## src/rtl/game_sequencer.sv

```systemverilog
// Frame-synchronous game controller: IDLE/PLAY/GAME_OVER sequencing, frame/move ticks
// derived from vSync, zombie spawn scheduling and the BCD kill counter.
module game_sequencer #(
    parameter int SPAWN_FRAMES = 120,
    parameter int MOVE_DIV     = 2,
    parameter int NUM_LANES    = 5
) (
    input  logic        clk,
    input  logic        reset_n,
    input  logic        vSync,
    input  logic        btn_start,
    input  logic        zombie_killed,
    input  logic        zombie_reached_house,
    input  logic        spawn_ready,
    output logic        frame_tick,
    output logic        move_tick,
    output logic        spawn_valid,
    output logic [2:0]  spawn_lane,
    output logic [15:0] zombies_killed,
    output logic [1:0]  game_state,
    output logic        game_over
);
    localparam logic [1:0] S_IDLE = 2'b00;
    localparam logic [1:0] S_PLAY = 2'b01;
    localparam logic [1:0] S_OVER = 2'b10;

    localparam int SW = $clog2(SPAWN_FRAMES);
    localparam int MW = (MOVE_DIV > 1) ? $clog2(MOVE_DIV) : 1;
    localparam logic [SW-1:0] SPAWN_LAST = SW'(SPAWN_FRAMES - 1);
    localparam logic [MW-1:0] MOVE_LAST  = MW'(MOVE_DIV - 1);

    logic [1:0]    r_state;
    logic          r_game_over;
    logic          r_vsync_q;
    logic          r_frame_tick;
    logic          r_move_tick;
    logic          r_spawn_valid;
    logic [2:0]    r_spawn_lane;
    logic [15:0]   r_kills;
    logic [SW-1:0] r_spawn_cnt;
    logic [MW-1:0] r_move_cnt;
    logic [7:0]    r_lfsr;

    logic          w_frame_edge;
    logic          w_expire;
    logic          w_xfer;
    logic [2:0]    w_lane;
    logic [15:0]   w_kill_next;
    logic          w_carry;

    assign w_frame_edge = r_vsync_q & ~vSync;
    assign w_expire     = (r_state == S_PLAY) & w_frame_edge & (r_spawn_cnt == SPAWN_LAST);
    // Handshake: a request is transferred on any clk edge that samples spawn_valid
    // and spawn_ready both high; spawn_lane is held constant while spawn_valid is high.
    assign w_xfer       = r_spawn_valid & spawn_ready;
    assign w_lane       = ({1'b0, r_lfsr[2:0]} >= 4'(NUM_LANES)) ?
                          (r_lfsr[2:0] - 3'(NUM_LANES)) : r_lfsr[2:0];

    // Saturating BCD increment with per-digit carry.
    always_comb begin
        w_kill_next = r_kills;
        w_carry     = (r_kills != 16'h9999);
        for (int d = 0; d < 4; d++) begin
            if (w_carry) begin
                if (r_kills[d*4 +: 4] == 4'd9) begin
                    w_kill_next[d*4 +: 4] = 4'd0;
                end else begin
                    w_kill_next[d*4 +: 4] = r_kills[d*4 +: 4] + 4'd1;
                    w_carry = 1'b0;
                end
            end
        end
    end

    always_ff @(posedge clk or negedge reset_n) begin
        if (!reset_n) begin
            r_state       <= S_IDLE;
            r_game_over   <= 1'b0;
            r_vsync_q     <= 1'b1;
            r_frame_tick  <= 1'b0;
            r_move_tick   <= 1'b0;
            r_spawn_valid <= 1'b0;
            r_spawn_lane  <= 3'd0;
            r_kills       <= 16'h0000;
            r_spawn_cnt   <= '0;
            r_move_cnt    <= '0;
            r_lfsr        <= 8'hA5;
        end else begin
            r_vsync_q    <= vSync;
            r_frame_tick <= w_frame_edge;
            r_move_tick  <= 1'b0;
            r_lfsr       <= {r_lfsr[6:0], r_lfsr[7] ^ r_lfsr[5] ^ r_lfsr[4] ^ r_lfsr[3]};
            case (r_state)
                S_IDLE: begin
                    r_spawn_valid <= 1'b0;
                    if (btn_start) begin
                        r_state     <= S_PLAY;
                        r_kills     <= 16'h0000;
                        r_spawn_cnt <= '0;
                        r_move_cnt  <= '0;
                    end
                end
                S_PLAY: begin
                    if (zombie_killed) r_kills <= w_kill_next;
                    if (w_frame_edge) begin
                        if (r_move_cnt == MOVE_LAST) begin
                            r_move_cnt  <= '0;
                            r_move_tick <= 1'b1;
                        end else begin
                            r_move_cnt <= r_move_cnt + 1'b1;
                        end
                        r_spawn_cnt <= (r_spawn_cnt == SPAWN_LAST) ? '0 : r_spawn_cnt + 1'b1;
                    end
                    // Leaving PLAY drops any pending request; an expiry while busy is lost.
                    if (zombie_reached_house) begin
                        r_spawn_valid <= 1'b0;
                        r_state       <= S_OVER;
                        r_game_over   <= 1'b1;
                    end else if (w_expire && (!r_spawn_valid || w_xfer)) begin
                        r_spawn_valid <= 1'b1;
                        r_spawn_lane  <= w_lane;
                    end else if (w_xfer) begin
                        r_spawn_valid <= 1'b0;
                    end
                end
                S_OVER: begin
                    r_spawn_valid <= 1'b0;
                    if (btn_start) begin
                        r_state     <= S_IDLE;
                        r_game_over <= 1'b0;
                    end
                end
                default: begin
                    r_state       <= S_IDLE;
                    r_game_over   <= 1'b0;
                    r_spawn_valid <= 1'b0;
                end
            endcase
        end
    end

    assign frame_tick     = r_frame_tick;
    assign move_tick      = r_move_tick;
    assign spawn_valid    = r_spawn_valid;
    assign spawn_lane     = r_spawn_lane;
    assign zombies_killed = r_kills;
    assign game_state     = r_state;
    assign game_over      = r_game_over;
endmodule

```

## config.mk

```make
export PLATFORM = sky130hd
export DESIGN_NAME = game_sequencer
export DESIGN_NICKNAME = d
export VERILOG_FILES = /design/src/rtl/game_sequencer.sv
export SDC_FILE = /design/constraint.sdc
export NUM_CORES = 1
export LEC_CHECK = 0
export CAP_MARGIN = 20
export CELL_PAD_IN_SITES_DETAIL_PLACEMENT = 1
export CELL_PAD_IN_SITES_GLOBAL_PLACEMENT = 2
export CORE_UTILIZATION = 31
export DETAILED_ROUTE_END_ITERATION = 16
export PLACE_DENSITY_LB_ADDON = 0.05
export SLEW_MARGIN = 20
export SYNTH_ARGS = -nofsm -noshare
export SYNTH_HDL_FRONTEND = slang
export SYNTH_SLANG_ARGS = --single-unit
```

## constraint.sdc

```tcl
create_clock -name clk -period 1.9 [get_ports clk]
set_input_delay 0.38 -clock clk [delete_from_list [all_inputs] [get_ports clk]]
set_output_delay 0.38 -clock clk [all_outputs]
set_load 0.02 [all_outputs]
```

# Yosys cells after proc, flatten, opt, wreduce, memory -nomap -nowiden

Cells that the tools add are included.

Word-level logic and storage cells: 102
Register bits: 42
Input port bits: 7
Output and inout bits: 25

Multiplexer cells: 39
Eq/ne operators: 18
Bitwise gates (word level): 10
Add/subtract/negate cells: 7
Reduce and logical (&&, ||, !) cells: 13
Order comparisons: 1

Operators by type and width:

| operator             | count |
|---|---|
| $mux 16              | 2 |
| $mux 4               | 8 |
| $pmux 16 s2          | 1 |
| $mux 7               | 3 |
| $mux 1               | 17 |
| $add 4x1->4 const B  | 4 |
| $eq 4x4->1 const B   | 4 |
| $ne 16x16->1 const B | 1 |
| $reduce_and 4->1     | 4 |
| $pmux 7 s2           | 1 |
| $reduce_and 3->1     | 4 |
| $ne 2x2->1 const B   | 5 |
| $ne 2x1->1 const B   | 4 |
| $add 7x1->7 const B  | 1 |
| $eq 7x7->1 const B   | 1 |
| $mux 2               | 3 |
| $pmux 2 s3           | 1 |
| $and 1x1->1          | 4 |
| $ne 4x3->1 const B   | 1 |
| $ge 3x3->1 const B   | 1 |
| $mux 3               | 1 |
| $not 1->1            | 3 |
| $pmux 1 s3           | 1 |
| $sub 3x3->3 const B  | 1 |
| 10 further kinds     | 12 |

# Longest topological paths before layout

Word-level depth: 8
Mapped depth: 6
Mapped depth without buffers: 6

# Worst setup path before layout

OpenSTA, ideal clock, no wires.

Path kind: reg-to-reg
From: register r_spawn_cnt[0]
To: register r_spawn_lane[0] (netlist: spawn_lane[0])
Setup time: 0.125 ns
Buffers on the path: 0
Data arrival time: 1.878 ns
Cell stages (with the launch flop): 6
Period minus slack after synthesis: 2.003 ns
Data required time: 1.775 ns
Path slack: -0.103 ns
Path through: dfrtp_1 -> ha_1 -> nand3_2 -> or3_1 -> or4_4 -> mux2_4

Word-level cells in the longest chain between the ends: 4

Ends and longest elaborated chain:

| what                       | RTL line | RTL |
|---|---|---|
| from (decl)                | 40       | `logic [SW-1:0] r_spawn_cnt;` |
| from (signal assigned)     | 112      | `r_spawn_cnt <= (r_spawn_cnt == SPAWN_LAST) ? '0 : r_spawn_cnt + 1'b1;` |
| $eq 7x7->1                 | 52       | `assign w_expire = (r_state == S_PLAY) & w_frame_edge & (r_spawn_cnt == SPAWN_LAST);` |
| $and 1x1->1                | 52       |  |
| $logic_and 1x1->1          | 119      | `end else if (w_expire && (!r_spawn_valid \|\| w_xfer)) begin` |
| $reduce_and 3->1 (no line) | --       |  |
| to (signal assigned)       | 121      | `r_spawn_lane <= w_lane;` |
| to (decl)                  | 38       | `logic [2:0] r_spawn_lane;` |

No other way between the ends.
A chain may end at the register's enable or synchronous reset.

# Worst setup path after layout

Ends and elaborated chain as after synthesis.

==> out/metrics.json <==
{
  "cts.clk_slew.worst_paths": {"value": 0.08, "unit": "ns"},
  "rows": {"value": 29},
  "hold_ws": {"value": 0.0231, "unit": "ns"},
  "post_drt_via_cell_ratio": {"value": 5.08},
  "start_kind": {"value": "register"},
  "globalplace.congestion": {"value": 0.791},
  "route.detailed.drc": {"value": 0},
  "crit_required": {"value": 2.09, "unit": "ns"},
  "maxCapViolations": {"value": 0},
  "buffer_ports.inserted": {"value": 31},
  "power.leakage": {"value": 1.36, "unit": "nW"},
  "synth_area_leaders": {"value": "sky130_fd_sc_hd__dfrtp_1 43%, sky130_fd_sc_hd__ha_1 6.4%, sky130_fd_sc_hd__dfstp_2 6.1%"},
  "synth-adder-area-share": {"value": 6.44, "unit": "%"},
  "critPathCaptureType": {"value": "register"},
  "r2r-end": {"value": "spawn_lane[0]"},
  "cts_made_buffers": {"value": 5},
  "grt_antenna_before_repair": {"value": 0},
  "seq_total_area_yosys": {"value": 49.4, "unit": "%"},
  "firstDrtPassIters": {"value": 3},
  "clock-root-buffer": {"value": "sky130_fd_sc_hd__clkbuf_8"},
  "layout_common_cells": {"value": "46 x sky130_fd_sc_hd__buf_4, 28 x sky130_fd_sc_hd__dfrtp_1, 28 x sky130_fd_sc_hd__clkdlybuf4s50_1"},
  "timing.max_slew.rel_slack": {"value": 68.7, "unit": "%"},
  "synth_compound_area_share": {"value": 14.9, "unit": "%"},
  "ff2ff_path_depth": {"value": 5},
  "finish.cell_count_without_fillers": {"value": 362},
  "worstMarginPinSlew": {"value": 0.469, "unit": "ns"},
  "synthesis.nets": {"value": 223},
  "floorplan.initialDensity": {"value": 32.9, "unit": "%"},
  "layout_commonest_cell": {"value": "sky130_fd_sc_hd__buf_4"},
  "timing.critical_path.to": {"value": "spawn_lane[0]"},
  "cts_hold_repair.buffers": {"value": 0},
  "vdd_ir_drop_max": {"value": 0.428, "unit": "mV"},
  "synthDominantCellAreaShare": {"value": 43.3, "unit": "%"},
  "status": {"value": "finished with violations"},
  "drive_above_1_share": {"value": 34.0, "unit": "%"},
  "cp_data_arrival_time": {"value": 2.12, "unit": "ns"},
  "final-seq-area": {"value": 1070, "unit": "sq um"},
  "htree_levels": {"value": 2},
  "synth_top_family_by_area": {"value": "simple AND/OR/NAND/NOR gates"},
  "design.final.nets": {"value": 302},
  "synthArstFlopShare": {"value": 100, "unit": "%"},
  "max_slew_violation_count": {"value": 0},
  "placed_area": {"value": 2830, "unit": "sq um"},
  "yosysWarningCount": {"value": 0},
  "finalWirelength": {"value": 5680, "unit": "microns"},
  "synth-xor-area-share": {"value": 2.46, "unit": "%"},
  "area_of_the_multi_input_gates": {"value": 1110, "unit": "sq um"},
  "synth-edff-count": {"value": 0},
  "failed_checks": {"value": "setup timing"},
  "detail_route.wl_per_cell": {"value": 15.7, "unit": "microns"},
  "final_cell_area": {"value": 3080, "unit": "sq um"},
  "syn_inst": {"value": 205},
  "dp_hpwl": {"value": 4260, "unit": "microns"},
  "timing.final.setup_violations": {"value": 5},
  "post_synth_instance_area": {"value": 2140, "unit": "sq um"},
  "vias": {"value": 1840},
  "area_growth_syn_to_layout": {"value": 43.9, "unit": "%"},
  "synthesis.area_per_instance": {"value": 10.4, "unit": "sq um"},
  "report.power.total": {"value": 2.96, "unit": "mW"},
  "yosys-mux-area-fraction": {"value": 4.80, "unit": "%"},
  "synth_simple_gate_area_share": {"value": 18.8, "unit": "%"},
  "numClockSinks": {"value": 42},
  "grt-ovfl-total": {"value": 0},
  "timing.fmax": {"value": 519, "unit": "MHz"},
  "grtUsageTotal": {"value": 17.1, "unit": "%"},
  "die_area": {"value": 7230, "unit": "sq um"},
  "fin_worst_skew": {"value": 0.000987, "unit": "ns"},
  "timing.rr.start": {"value": "r_spawn_cnt[0]"},
  "die_w": {"value": 85.1, "unit": "microns"},
  "worst_path_setup_slack_after_routing": {"value": -0.0249, "unit": "ns"},
  "grt_start_max_net_pins": {"value": 26},
  "fillers": {"value": 720},
  "min_period": {"value": 1.92, "unit": "ns"},
  "total_power_density_per_cell_area": {"value": 961, "unit": "nW/um^2"},
  "place.detailed.instances": {"value": 346},
  "floorplan.io_pins": {"value": 32},
  "grt_first_pass_wirelength": {"value": 9780, "unit": "microns"},
  "hold_viol": {"value": 0},
  "classification_of_the_worst_setup_path": {"value": "reg2reg"},
  "synth.lib_cells_used.distinct": {"value": 49},
  "synth_largest_area_cell": {"value": "sky130_fd_sc_hd__dfrtp_1"},
  "crit_path_start": {"value": "r_spawn_cnt[0]"},
  "top_ff_cell_synth": {"value": "sky130_fd_sc_hd__dfrtp_1"},
  "tritoncts": {"value": "done"},
  "n_antenna_cell": {"value": 0},
  "grt_pass1_vias": {"value": 2076},
  "reg2reg_slack": {"value": -0.02, "unit": "ns"},
  "cts-root-to-sink-buffers": {"value": 2},
  "1st_iter_drt_viols": {"value": 37},
  "hold_path_class": {"value": "in2async"},
  "antenna_violating_nets_post_route": {"value": 0},
  "clk_latency": {"value": 0.30, "unit": "ns"},
  "final.period_utilization": {"value": 101, "unit": "%"},
  "rsz0062_at_grt": {"value": "yes"},
  "worstPathMaxFanout": {"value": 3},
  "postSynthRegisterBits": {"value": 42},
  "floorplan.core_area": {"value": 6490, "unit": "sq um"},
  "die_y": {"value": 85.1, "unit": "microns"}
}
-- kinds of logic (layout without fill, tap and decap cells) --
family	after synthesis	count (layout)
and+or+nand+nor	73	73
adders and majority gates	11	11
buffers and inverters	17	97
AOI/OAI and AO/OA	47	47
DFF	42	42
xor gates and xnor gates	6	6
muxes	9	9
-- per-layer routing --
layer | global-route usage [%] | up-vias | routed length [microns]
li1 | - | 897 | -
met1 | 21.0 | 911 | 2580
met2 | 30.4 | 25 | 2900
met3 | 3.50 | 7 | 142
met4 | 4.62 | 0 | 58
met5 | 0 | - | 0
-- synth_stat cells, drive strengths merged, types with 2 or more instances --
master    n
a211oi    3
and3b     2
nand4     2
a21o      2
xnor2     5
o2bb2ai   4
or3       3
inv      11
mux2i     5
dfrtp    37
o2111ai   2
o21ai    13
o22ai     2
mux2      4
nand3    11
clkbuf    5
nor2     14
o31ai     4
nor2b     3
nor3      6
nor3b     2
ha       11
a21oi     8
nand3b    5
nand2b    5
dfstp     5
or4       4
nand2    13
-- sequential cells by signal (all words and copies together) (netlist names) --
| signal | count |
|---|---|
| r_spawn_cnt | 7 |
| game_over | 1 |
| r_lfsr | 8 |
| zombies_killed | 16 |
| spawn_lane | 3 |
| spawn_valid | 1 |
| frame_tick | 1 |
| game_state | 2 |
| move_tick | 1 |
| r_vsync_q | 1 |
| r_move_cnt | 1 |
-- worst min path at each step --
stage	start	end	slack (ns)	cells past startpoint
global placement	reset_n	r_lfsr[6]	0.34	1
global route	reset_n	r_lfsr[4]	0.04	1
finish	reset_n	r_lfsr[6]	0.02	1
detailed placement	r_lfsr[6]	r_lfsr[7]	0.34	0
CTS	reset_n	r_lfsr[4]	0.02	1
floorplan	reset_n	frame_tick	0.08	0
-- metrics by stage --
step,TNS [ns],setup slack (ns),utilization (%)
global placement,-1.34,-0.174,43.6
detailed placement,-1.84,-0.199,43.6
CTS,-0.169,-0.0692,46.0
floorplan,-0.177,-0.0885,-
global route,-0.404,-0.0942,47.4
finish,-0.0904,-0.0249,47.4
-- layout make-up --
class | instances | area share [%]
clock buffers | 5 | 2.24
clock inverters | 3 | 0.691
inverters | 11 | 1.34
multi-input cells | 146 | 35.9
flip-flops and latches | 42 | 34.7
well taps | 77 | 3.13
repair buffers | 78 | 22.0
-- what timing repair did --
item | 4_1_cts | 5_1_grt
setup buffers | 3 | 5
pin swaps | 4 | 7
gates resized for setup | 9 | 13
setup endpoints to repair | 8 | 16
-- where the power goes --
group | switching (mW) | leakage (nW) | internal, mW | total (mW)
registers | 0.0939 | 0.538 | 0.996 | 1.09
clock network | 0.334 | 0.0441 | 0.258 | 0.592
logic | 0.673 | 0.781 | 0.603 | 1.28
-- worst max-delay path, stage by stage (launching register included) --
cell and delay (ns):
sky130_fd_sc_hd__dfrtp_1 0.37, sky130_fd_sc_hd__ha_2 0.19, sky130_fd_sc_hd__nand3_2 0.08, sky130_fd_sc_hd__or3_4 0.34, sky130_fd_sc_hd__or4_4 0.52, sky130_fd_sc_hd__mux2_4 0.31
Power figures use the tool's default switching activity.
